[config.mk]
export PLATFORM = sky130hd
export DESIGN_NAME = scan_chain_ctrl
export DESIGN_NICKNAME = d
export VERILOG_FILES = /design/src/rtl/scan_ctrl_pkg.sv /design/src/rtl/scan_misr.sv /design/src/rtl/scan_chain_ctrl.sv
export SDC_FILE = /design/constraint.sdc
export NUM_CORES = 1
export LEC_CHECK = 0
export ABC_AREA = 0
export BUFFER_PORTS_ARGS = -buffer_cell sky130_fd_sc_hd__buf_2
export CAP_MARGIN = 20
export CELL_PAD_IN_SITES_DETAIL_PLACEMENT = 2
export CELL_PAD_IN_SITES_GLOBAL_PLACEMENT = 2
export CORE_ASPECT_RATIO = 1.4
export CORE_UTILIZATION = 38
export DETAILED_ROUTE_END_ITERATION = 8
export MAX_ROUTING_LAYER = met4
export PLACE_DENSITY_LB_ADDON = 0.1
export SYNTH_ARGS = -nofsm -noshare
export SYNTH_HDL_FRONTEND = slang
export SYNTH_SLANG_ARGS = --single-unit
[constraint.sdc]
create_clock -name CLK -period 4.33 [get_ports CLK]
set_input_delay 0.2165 -clock CLK [delete_from_list [all_inputs] [get_ports CLK]]
set_output_delay 0.2165 -clock CLK [all_outputs]
set_load 0.05 [all_outputs]
[src/rtl/scan_ctrl_pkg.sv]
// Shared types and constants for the scan-chain sequencer.
// State encoding, MISR polynomial and default fail-counter width.
package scan_ctrl_pkg;

  typedef enum logic [2:0] {
    IDLE,
    LOAD,
    SHIFT,
    CAPTURE,
    UNLOAD,
    FIN
  } state_t;

  localparam int MISR_W = 16;
  localparam logic [MISR_W-1:0] MISR_POLY = 16'h1021;
  localparam int FCNT_W_DEF = 16;

endpackage

[src/rtl/scan_misr.sv]
// Serial-input MISR, x^16+x^12+x^5+1, din folded into bit 0.
// Used by scan_chain_ctrl when SCAN_CTRL_MISR_EN is defined.
module scan_misr
  import scan_ctrl_pkg::*;
(
  input  logic              CLK,
  input  logic              RN,
  input  logic              en,
  input  logic              clr,
  input  logic              din,
  output logic [MISR_W-1:0] sig
);

  logic [MISR_W-1:0] fb;

  always_comb begin
    fb = sig[MISR_W-1] ? MISR_POLY : '0;
  end

  always_ff @(posedge CLK or negedge RN) begin
    if (!RN) begin
      sig <= '0;
    end else if (clr) begin
      sig <= '0;
    end else if (en) begin
      sig <= {sig[MISR_W-2:0], 1'b0} ^ fb
           ^ {{(MISR_W-1){1'b0}}, din};
    end
  end

endmodule

[src/rtl/scan_chain_ctrl.sv]
// Scan sequencer: load/shift/capture/unload with SO comparison.
// Define SCAN_CTRL_MISR_EN to add the misr_sig signature output.
module scan_chain_ctrl
  import scan_ctrl_pkg::*;
#(
  parameter int CHAIN_LEN = 32,
  parameter int CNT_W     = 6,
  parameter int FCNT_W    = FCNT_W_DEF
) (
  input  logic                 CLK,
  input  logic                 RN,
  input  logic                 start,
  input  logic                 pat_valid,
  output logic                 pat_ready,
  input  logic [CHAIN_LEN-1:0] pat_data,
  input  logic [CHAIN_LEN-1:0] exp_data,
  input  logic                 pat_last,
  output logic                 chain_ce,
  output logic                 SE,
  output logic                 SI,
  input  logic                 SO,
  output logic                 busy,
  output logic                 done,
  output logic [FCNT_W-1:0]    fail_cnt
`ifdef SCAN_CTRL_MISR_EN
  ,
  output logic [MISR_W-1:0]    misr_sig
`endif
);

  localparam logic [CNT_W-1:0] LAST = CNT_W'(CHAIN_LEN - 1);

  state_t state, state_d;
  logic [CNT_W-1:0] cnt, cnt_d;
  logic [CHAIN_LEN-1:0] stim_sr, stim_d;
  logic [CHAIN_LEN-1:0] exp_sr, exp_sr_d;
  logic [CHAIN_LEN-1:0] exp_next, exp_next_d;
  logic last_f, last_d;
  logic prev_valid, pv_d;
  logic cmp;
  logic [FCNT_W-1:0] fail_d;

  always_comb begin
    state_d    = state;
    cnt_d      = cnt;
    stim_d     = stim_sr;
    exp_sr_d   = exp_sr;
    exp_next_d = exp_next;
    last_d     = last_f;
    pv_d       = prev_valid;
    fail_d     = fail_cnt;
    cmp        = 1'b0;
    unique case (state)
      IDLE: begin
        if (start) begin
          state_d = LOAD;
          fail_d  = '0;
        end
      end
      LOAD: begin
        if (pat_valid) begin
          state_d    = SHIFT;
          cnt_d      = '0;
          stim_d     = pat_data;
          exp_next_d = exp_data;
          last_d     = pat_last;
        end
      end
      SHIFT, UNLOAD: begin
        // SO carries the previous pattern's response, if any
        cmp      = prev_valid;
        stim_d   = stim_sr >> 1;
        exp_sr_d = exp_sr >> 1;
        cnt_d    = cnt + CNT_W'(1);
        if (cnt == LAST) begin
          state_d = (state == SHIFT) ? CAPTURE : FIN;
        end
      end
      CAPTURE: begin
        exp_sr_d = exp_next;
        pv_d     = 1'b1;
        cnt_d    = '0;
        state_d  = last_f ? UNLOAD : LOAD;
      end
      FIN: begin
        pv_d    = 1'b0;
        state_d = IDLE;
      end
      default: state_d = IDLE;
    endcase
    if (cmp && (SO != exp_sr[0]) && (fail_cnt != '1)) begin
      fail_d = fail_cnt + FCNT_W'(1);
    end
  end

  always_ff @(posedge CLK or negedge RN) begin
    if (!RN) begin
      state      <= IDLE;
      cnt        <= '0;
      stim_sr    <= '0;
      exp_sr     <= '0;
      exp_next   <= '0;
      last_f     <= 1'b0;
      prev_valid <= 1'b0;
      fail_cnt   <= '0;
      pat_ready  <= 1'b0;
      chain_ce   <= 1'b0;
      SE         <= 1'b0;
      SI         <= 1'b0;
      busy       <= 1'b0;
      done       <= 1'b0;
    end else begin
      state      <= state_d;
      cnt        <= cnt_d;
      stim_sr    <= stim_d;
      exp_sr     <= exp_sr_d;
      exp_next   <= exp_next_d;
      last_f     <= last_d;
      prev_valid <= pv_d;
      fail_cnt   <= fail_d;
      pat_ready  <= (state_d == LOAD);
      chain_ce   <= state_d inside {SHIFT, CAPTURE, UNLOAD};
      SE         <= state_d inside {SHIFT, UNLOAD};
      SI         <= (state_d == SHIFT) && stim_d[0];
      busy       <= state_d inside {LOAD, SHIFT, CAPTURE, UNLOAD};
      done       <= (state_d == FIN);
    end
  end

`ifdef SCAN_CTRL_MISR_EN
  logic misr_clr;

  always_comb begin
    misr_clr = (state == IDLE) && start;
  end

  scan_misr u_misr (
    .CLK (CLK),
    .RN  (RN),
    .en  (cmp),
    .clr (misr_clr),
    .din (SO),
    .sig (misr_sig)
  );
`endif

endmodule

==> results.sh, run 1 <==
export IMPL_synthCells=550
export IMPL_worstMarginPinSlew_ps=898.5
export IMPL_hold_path_class="in -> reg"
export IMPL_fp_dieH_um=146.0
export IMPL_hold_worst_slack_ps=9.710
export IMPL_hold_viol=0
export IMPL_synth_avg_cell_area_um2=10.23
export IMPL_fin_cells=843
export IMPL_synth_edf_count=0
export IMPL_cap_violations=0
export IMPL_timing_final_ws_setup_ps=1828
export IMPL_dr_total_vias=4477
export IMPL_p_leak_nw=3.370
export IMPL_slew_headroom_pct=40.10
export IMPL_nets=713
export IMPL_yosys_warnings=0
export IMPL_worst_path_buf_inv=1
export IMPL_drv_slew=0
export IMPL_cts_root_buf="clkbuf_16"
export IMPL_fp_coreArea_um2=14440
export IMPL_cp_start_kind="flip-flop"
export IMPL_cp_arrival_ps=2840
export IMPL_clock_path_buffers=2
export IMPL_rows=52
export IMPL_ir_worst_vdd_v=0.0003574
export IMPL_synth_cell_types=47
export IMPL_routed_via_density=5.311
export IMPL_slowest_delay_ps=660
export IMPL_grt_max_degree=95
export IMPL_crit_chain="xnor2_1 > nor2_4 > buf_4 > a22o_1 > a21o_1 > nor3b_1"
export IMPL_synth_largest_area_cell="dfrtp_1"
export IMPL_worst_setup_path_type="reg -> reg"
export IMPL_gp_congestion=0.7071
export IMPL_cp_data_required_time_ps=4670
export IMPL_setup_viol=0
export IMPL_dpl_cell_area_um2=6215
export IMPL_cp_end_kind="flip-flop"
export IMPL_htree_levels=4
export IMPL_cts_buffers=17
export IMPL_rsz0062_at_grt="no"
export IMPL_gr_total_overflow=0
export IMPL_place_hpwl_mm=9.422
export IMPL_setup_tns_ps=0
export IMPL_die_width_um=104.9
export IMPL_ys_flop_type="dfrtp_1"
export IMPL_cp_slowest_cell="nor2_4"
export IMPL_clk_pin_slew_ps=60
export IMPL_io_pin_count=92
export IMPL_ys_top_cells_by_area="dfrtp_1 (57%), nand2_1 (9.3%), mux2_2 (6.2%)"
export IMPL_synth_area_um2=5629
export IMPL_start_util_pct=38.97
export IMPL_drive_gt1_share_pct=26.15
export IMPL_crit_fanout=36
export IMPL_grt_pass1_wl_mm=25.59
export IMPL_cts_tree="done"
export IMPL_diodes=0
export IMPL_max_freq_ghz=0.3996
export IMPL_avgRoutedWirePerCell_um=17.77
export IMPL_first_iter_violations=167
export IMPL_power_density_nw_per_um2=765.6
export IMPL_ys_ff_latch=129
export IMPL_wl_mm=14.98
export IMPL_dr_pass1_iters=4
export IMPL_postRouteAntennaNets=0
export IMPL_period_share_pct=57.79
export IMPL_fp_dieArea_um2=15310
export IMPL_yosys_cell_count_top_type="nand2_1"
export IMPL_cts_setup_buffers=0
export IMPL_dp_cells=801
export IMPL_drc=0
export IMPL_port_buffer_count=91
export IMPL_grt_pass1_vias=5094
export IMPL_clock_sinks=129
export IMPL_grt_antenna_before_repair=0
export IMPL_clock_latency_ps=430
export IMPL_dp_slack_ps=1834
export IMPL_final_area_um2=6918
export IMPL_fin_crit_ps=2502
export IMPL_synth_nets=622
export IMPL_cp_top_family="simple AND/OR/NAND/NOR gates"
export IMPL_finalClockSkew_ps=8.831
export IMPL_ys_seq_area_share_pct=57.35
export IMPL_grt_use_total_pct=21.96
export IMPL_synthToLayoutAreaGrowth_pct=22.89
export IMPL_synth_common_cells="nand2_1 (139), dfrtp_1 (129), nor2_1 (43)"
export IMPL_outcome="finished clean"
export IMPL_yosys_area_top_type_share_pct=57.35
export IMPL_synthArstFlopShare_pct=100.0
==> cell families after synthesis <==
kind of cell	count (synthesis)	share of synthesized area (%)
adders and majority gates	2	0.4445
and+or+nand+nor	231	18.29
buffers and inverters	41	3.423
AOI/OAI and AO/OA	110	13.27
muxes	35	6.913
xor gates and xnor gates	2	0.3112
DFF	129	57.35
==> repair_timing <==
action,4_1_cts,5_1_grt
hold buffers,10,0
endpoints found under the hold margin,102,0
gates resized for setup,0,0
==> worst min-delay path, cell delays in order <==
cell	delay (ps)
buf_2	80
a22oi_1	50
nand2_1	60
==> through the flow <==
| step | utilization (%) | power (mW) |
|---|---|---|
| floorplan | - | 3.348 |
| global placement | 43.03 | 3.715 |
| detailed placement | 43.03 | 3.854 |
| CTS | 47.89 | 5.381 |
| global route | 47.89 | 5.678 |
| finish | 47.89 | 5.297 |
==> cell type report <==
cell class / instances / area, um^2
Tap cell: 189 / 236.5
Fill cell: 1578 / 7526
Inverter: 7 / 26.28
Timing Repair Buffer: 106 / 599.3
Sequential cell: 129 / 3228
Multi-Input combinational cell: 380 / 2225
Clock inverter: 13 / 160.2
Clock buffer: 19 / 442.9
==> power breakdown <==
part | leakage [nW] | internal, mW | switching [mW]
clock network | 0.293 | 0.919 | 0.547
registers | 1.61 | 1.73 | 0.324
logic | 1.47 | 0.676 | 1.10
total | 3.37 | 3.32 | 1.97
==> metal layers <==
layer	wire, um	up-vias	share of wire, %	track usage (%)
met5	0	-	0	-
met4	272	0	1.8	7.535
met3	511	21	3.4	5.089
met2	8196	91	55	39.01
met1	5999	2277	40	23.95
li1	-	2088	-	-
==> worst paths after layout <==
path | start | end | slack (ps) | cells after the start
worst min register to register | stim_sr[0]$_DFF_PN0_ | stim_sr[0]$_DFF_PN0_ | 470 | 1
worst max register to register | state[2]$_DFF_PN0_ | SI$_DFF_PN0_ | 1830 | 6
worst min-delay path | pat_data[20] | stim_sr[20]$_DFFE_PN0P_ | 10 | 3
min in group asynchronous | RN | fail_cnt[5]$_DFFE_PN0P_ | 460 | 2
worst max-delay path | state[2]$_DFF_PN0_ | SI$_DFF_PN0_ | 1830 | 6
max in group asynchronous | RN | stim_sr[9]$_DFFE_PN0P_ | 2830 | 3
==> state kept, by name (all words and copies together), names as in the netlist <==
register,cells
exp_next,32
exp_sr,32
stim_sr,32
fail_cnt,16
cnt,6
state,3
SE,1
SI,1
busy,1
chain_ce,1
done,1
last_f,1
pat_ready,1
prev_valid,1
==> placed cells by master (no fill, tap or decap), drive strengths merged, types with 2 or more instances in the layout <==
master	count
inv	8
and2	3
buf	96
nand2	139
nor3b	5
or3	3
a22oi	30
clkbuf	19
a21oi	8
bufinv	3
clkinv	7
a21o	4
and3	9
nor3	6
nand4	4
nand3	11
clkinvlp	2
nor2	43
a31oi	34
a31o	2
a211o	6
a22o	2
ha	2
mux2i	4
o21ai	19
dfrtp	129
mux2	31
or2	3
dlygate4sd3	10
Note: power is estimated with default switching activity, not from simulation.
==> run 2: changes to the inputs <==
- ABC_AREA: 0 -> 1
- CORE_UTILIZATION: 38 -> 34
- clock period: 4.33 -> 2.6 ns (I/O delays scaled with it)
==> run 2 against run 1 <==
Net effect:
- cell area rose by 14%
- critical endpoint is now exp_sr[12]$_DFFE_PN0P_
- clock skew fell by 0.52 ps
- first-iteration DRC count fell by 9.6%
- sequential power rose by 59%
- critical path depth rose by 1
- die area rose by 18%
==> results.sh, run 2 <==
export IMPL_reg2reg_to="exp_sr[12]$_DFFE_PN0P_"
export IMPL_synthArstFlopShare_pct=100.0
export IMPL_cts_root_buf="clkbuf_16"
export IMPL_r2r_slack_ps=550
export IMPL_power_share_switching_pct=38.91
export IMPL_ys_seq_area_share_pct=53.99
export IMPL_power_density_nw_per_um2=1139
export IMPL_finalClockSkew_ps=8.312
export IMPL_gr_total_overflow=0
export IMPL_synth_nets=785
export IMPL_start_util_pct=34.65
export IMPL_place_hpwl_mm=11.51
export IMPL_cp_end_kind="flip-flop"
export IMPL_htree_levels=4
export IMPL_cp_start_kind="flip-flop"
export IMPL_synth_common_cells="nand2_1 (247), dfrtp_1 (129), nor2_1 (73)"
export IMPL_period_share_pct=78.69
export IMPL_clock_sinks=129
export IMPL_reg2reg_depth=7
export IMPL_drive_gt1_share_pct=17.37
export IMPL_p_sw_mw=3.504
export IMPL_synth_largest_area_cell="dfrtp_1"
export IMPL_diodes=0
export IMPL_rsz0062_at_grt="no"
export IMPL_grt_max_degree=74
export IMPL_yosys_warnings=0
export IMPL_cp_arrival_ps=2350
export IMPL_startpoint="state[0]$_DFF_PN0_"
export IMPL_clk_pin_slew_ps=60
export IMPL_synth_edf_count=0
export IMPL_grt_use_total_pct=23.39
export IMPL_outcome="finished clean"
export IMPL_synth_avg_cell_area_um2=8.386
export IMPL_dr_total_vias=5566
export IMPL_drc=0
export IMPL_cts_tree="done"
export IMPL_power_share_sequential_pct=36.2
export IMPL_cts_buffers=17
export IMPL_grt_antenna_before_repair=0
export IMPL_setup_tns_ps=0
export IMPL_reg_top3="exp_next (32), exp_sr (32), stim_sr (32)"
export IMPL_port_buffer_count=91
export IMPL_gp_congestion=0.7384
export IMPL_critPathCapture="exp_sr[12]$_DFFE_PN0P_"
export IMPL_ir_worst_vdd_v=0.0004761
export IMPL_first_iter_violations=151
export IMPL_rows=57
export IMPL_cts_setup_buffers=0
export IMPL_routed_via_density=5.010
export IMPL_worst_setup_path_type="reg -> reg"
export IMPL_grt_pass1_vias=6441
export IMPL_synth_cell_types=30
export IMPL_p_clk_share_pct=29.4
export IMPL_synth_area_um2=5979
export IMPL_crit_fanout=39
export IMPL_setup_viol=0
export IMPL_grt_pass1_wl_mm=32.20
export IMPL_hold_viol=0
export IMPL_slew_headroom_pct=48.19
export IMPL_max_freq_ghz=0.4888
export IMPL_ys_ff_latch=129
export IMPL_die_width_um=114.1
export IMPL_drv_slew=0
export IMPL_hold_path_class="in -> reg"
export IMPL_avgRoutedWirePerCell_um=17.24
export IMPL_p_int_mw=5.501
export IMPL_fillerInstances=1941
export IMPL_clock_path_buffers=2
export IMPL_fin_crit_ps=2046
export IMPL_cp_data_required_time_ps=2900
export IMPL_fp_dieArea_um2=18130
export IMPL_clock_latency_ps=420
export IMPL_io_pin_count=92
export IMPL_p_leak_nw=4.054
export IMPL_worstMarginPinSlew_ps=776.2
export IMPL_yosys_cell_count_top_type="nand2_1"
export IMPL_final_common_cell="nand2_1"
export IMPL_timing_final_ws_setup_ps=554.1
export IMPL_ys_top_cells_by_area="dfrtp_1 (54%), nand2_1 (16%), nand3_1 (6.0%)"
export IMPL_fp_coreArea_um2=17260
export IMPL_nets=934
export IMPL_r2r_start="state[0]$_DFF_PN0_"
export IMPL_fp_dieH_um=158.9
export IMPL_synthCells=713
export IMPL_yosys_area_top_type_share_pct=53.99
export IMPL_wl_mm=19.16
export IMPL_cap_violations=0
export IMPL_post_cts_resized=0
export IMPL_synthToLayoutAreaGrowth_pct=32.22
export IMPL_postRouteAntennaNets=0
export IMPL_dp_slack_ps=611.2
export IMPL_final_cell_mix="nand2_1 (247), dfrtp_1 (129), buf_2 (90)"
export IMPL_ys_flop_type="dfrtp_1"
export IMPL_combPwrFrac_pct=34.4
export IMPL_dr_pass1_iters=4
[run 2: power groups by stage]
stage | Sequential [mW] | Combinational (mW) | Clock, mW
finish | 3.26 | 3.10 | 2.65
global route | 3.34 | 3.52 | 2.78
CTS | 3.25 | 3.13 | 2.71
detailed placement | 3.26 | 3.00 | 0
global placement | 3.22 | 2.85 | 0
floorplan | 3.26 | 2.19 | 0
[run 2: how the worst min path moves through the flow]
stage	to	start	slack (ps)	depth (start not counted)
global placement	exp_next[13]$_DFFE_PN0P_	RN	120	1
detailed placement	exp_sr[11]$_DFFE_PN0P_	RN	120	1
CTS	pat_ready$_DFF_PN0_	pat_valid	110	4
finish	pat_ready$_DFF_PN0_	pat_valid	120	4
floorplan	SE$_DFF_PN0_	RN	-170	0
global route	pat_ready$_DFF_PN0_	pat_valid	180	4
[run 2: what timing repair did]
action | 4_1_cts | 5_1_grt
endpoints found under the hold margin | 113 | 0
setup endpoints to repair | 0 | 0
hold buffers | 65 | 0
[run 2: final cells by class]
cell class              count  area (um^2)  share of cell area, %
inverters                  41        153.9                  1.947
multi-input cells         506         2371                  29.99
clock buffers              24        501.7                  6.346
well taps                 236        295.3                  3.735
flip-flops and latches    129         3228                  40.83
clock inverters             8        148.9                  1.883
repair buffers            167         1207                  15.27
[run 2: cells by family (layout without fill, tap and decap cells)]
logic type	after synthesis	in the layout	share of synthesized area, %
compound gates	88	88	9.960
simple gates	412	412	28.56
fa+ha+maj	2	2	0.4184
flops	129	129	53.99
buf+inv	78	240	6.487
xor+xnor	4	4	0.5860
[run 2: stage by stage]
stage               power [mW]  hold slack, ps  cells  instance area [um^2]  util (%)
global placement         6.068           121.9   1014                  6605     38.27
finish                   9.005           124.4   1111                  7906     45.81
detailed placement       6.266           121.9   1014                  6605     38.27
floorplan                5.448          -165.6    713                  5979         -
CTS                      9.090           112.5   1111                  7906     45.81
global route             9.640           179.6   1111                  7906     45.81
[run 2: worst max-delay path, cell delays in order (launching register included)]
cell	delay, ps
dfrtp_1	490
nor2_2	200
nand2_1	100
nand2_2	90
buf_4	410
nor2_4	90
buf_4	250
o31ai_1	270
[run 2: routing by layer]
metal | part of all wire, % | wire, um | track usage (%)
met2 | 56 | 10810 | 43.91
met4 | 1.3 | 257 | 6.198
met3 | 2.1 | 401 | 3.969
met1 | 40 | 7688 | 24.75
met5 | 0 | 0 | -
==> run 3: changes to the inputs <==
- clock period: 2.6 -> 2.1 ns (I/O delays scaled with it)
==> run 3 against run 2 <==
Net effect:
- die area unchanged
- power is 20% higher
- core utilization fell by 0.065 points
- critical path depth did not move
- global-route usage decreased by 0.80 points
- register-to-register slack worse by 380 ps
==> results.sh, run 3 (synthesis gave the netlist of run 2 again) <==
export IMPL_rsz0062_at_grt="no"
export IMPL_worst_setup_path_type="reg -> reg"
export IMPL_hold_viol=0
export IMPL_period_share_pct=91.53
export IMPL_setup_tns_ps=0
export IMPL_port_buffer_count=91
export IMPL_io_pin_count=92
export IMPL_clock_sinks=129
export IMPL_gr_total_overflow=0
export IMPL_cts_tree="done"
export IMPL_crit_fanout=37
export IMPL_grt_antenna_before_repair=0
export IMPL_hold_path_class="in -> reg"
export IMPL_worstMarginPinSlew_ps=585.9
export IMPL_fp_dieH_um=158.9
export IMPL_fp_dieArea_um2=18130
export IMPL_cp_data_required_time_ps=2400
export IMPL_grt_pass1_wl_mm=30.86
export IMPL_cp_arrival_ps=2220
export IMPL_cts_root_buf="clkbuf_16"
export IMPL_rows=57
export IMPL_place_hpwl_mm=11.46
export IMPL_cap_violations=0
export IMPL_grt_max_degree=59
export IMPL_final_common_cell="nand2_1"
export IMPL_setup_viol=0
export IMPL_cp_end_kind="flip-flop"
export IMPL_die_width_um=114.1
export IMPL_cp_slowest_cell="dfrtp_1"
export IMPL_start_util_pct=34.65
export IMPL_routed_via_density=4.932
export IMPL_postRouteAntennaNets=0
export IMPL_wl_mm=18.42
export IMPL_p_leak_nw=4.055
export IMPL_outcome="finished clean"
export IMPL_clock_latency_ps=420
export IMPL_grt_pass1_vias=6304
export IMPL_final_cell_mix="nand2_1 (247), dfrtp_1 (129), buf_2 (90)"
export IMPL_clk_pin_slew_ps=60
export IMPL_gp_congestion=0.7664
export IMPL_nets=940
export IMPL_fp_coreArea_um2=17260
export IMPL_drc=0
export IMPL_crit_chain="nor2_2 > nand2_1 > nand2_2 > buf_4 > nand2_1 > nand4_1 > nand2_1"
export IMPL_synthToLayoutAreaGrowth_pct=32.04
export IMPL_finalClockSkew_ps=8.742
export IMPL_crit_path_frequent_cell="nand2_1"
export IMPL_grt_use_total_pct=22.59
export IMPL_fin_crit_ps=1922
export IMPL_cts_buffers=17
export IMPL_hold_worst_slack_ps=113.3
export IMPL_ir_worst_vdd_v=0.0006427
export IMPL_power_total_mw=10.79
export IMPL_first_iter_violations=170
export IMPL_power_density_nw_per_um2=1366
export IMPL_drive_gt1_share_pct=18.16
export IMPL_clock_path_buffers=2
export IMPL_reg_top3="exp_next (32), exp_sr (32), stim_sr (32)"
export IMPL_max_freq_ghz=0.5203
export IMPL_diodes=0
export IMPL_slowest_delay_ps=490
export IMPL_cp_start_kind="flip-flop"
export IMPL_drv_slew=0
export IMPL_slew_headroom_pct=60.94
export IMPL_dr_pass1_iters=4
export IMPL_dr_total_vias=5509
export IMPL_htree_levels=4
export IMPL_avgRoutedWirePerCell_um=16.49
==> run 3: cell types whose count changed in the layout (fill, tap and decap cells not counted), sizes merged <==
cell / previous run / this run
bufinv: 4 / 2
clkbuf: 24 / 19
clkinvlp: 2 / 4
buf: 102 / 108
clkinv: 2 / 6
inv: 41 / 42
==> run 3: stage by stage <==
stage | std cells | cell area, um^2 | utilization (%) | worst slack [ps]
2_1_floorplan | 713 | 5979 | - | 307.8
3_3_place_gp | 1020 | 6650 | 38.53 | 233.8
3_5_place_dp | 1020 | 6650 | 38.53 | 142.9
4_1_cts | 1117 | 7890 | 45.72 | 127.7
5_1_grt | 1117 | 7895 | 45.74 | 45.97
6_report | 1117 | 7895 | 45.74 | 177.9
==> run 3: worst paths after layout <==
path,to,startpoint,depth (start not counted),slack [ps]
min,pat_ready$_DFF_PN0_,pat_valid,4,110
max,SE$_DFF_PN0_,state[0]$_DFF_PN0_,7,180
max in group asynchronous,fail_cnt[12]$_DFFE_PN0P_,RN,3,1090
max reg2reg,SE$_DFF_PN0_,state[0]$_DFF_PN0_,7,180
min reg2reg,exp_next[1]$_DFFE_PN0P_,exp_next[1]$_DFFE_PN0P_,2,470
min in group asynchronous,exp_next[11]$_DFFE_PN0P_,RN,2,240
==> run 3: repair_timing <==
item / 4_1_cts / 5_1_grt
endpoints found under the setup margin: 0 / 10
resized for setup: 0 / 1
setup buffers: 0 / 0
endpoints found under the hold margin: 118 / 0
hold buffers: 65 / 0
==> run 3: final cells by class <==
| cell class | count | area, um^2 |
|---|---|---|
| sequential | 129 | 3228 |
| timing repair buffer | 173 | 1252 |
| clock buffer | 19 | 452.9 |
| fill | 1937 | 9364 |
| multi-input combinational | 506 | 2376 |
| clock inverter | 13 | 136.4 |
| tap | 236 | 295.3 |
| inverter | 41 | 153.9 |
==> run 3: routing by layer <==
metal  vias up  global-route usage (%)  share of wire, %
li1       2635                       -                 -
met1      2776                   23.78                40
met2        81                   42.07                56
met3        17                   4.198               2.0
met4         0                   6.494               1.4
met5         -                       -                 0
==> run 3: critical path: cells and delay by family, from the launching register on <==
kind,cells,cell delay [ps]
buffers and inverters,1,400
flip-flops,1,490
AND/OR/NAND/NOR,6,920
==> run 3: power breakdown <==
group	total (mW)	switching, mW	leakage [nW]	internal (mW)
Clock	2.94	1.14	0.281	1.81
Sequential	4.00	0.563	1.66	3.43
Combinational	3.85	2.57	2.11	1.27
Total	10.8	4.27	4.05	6.51
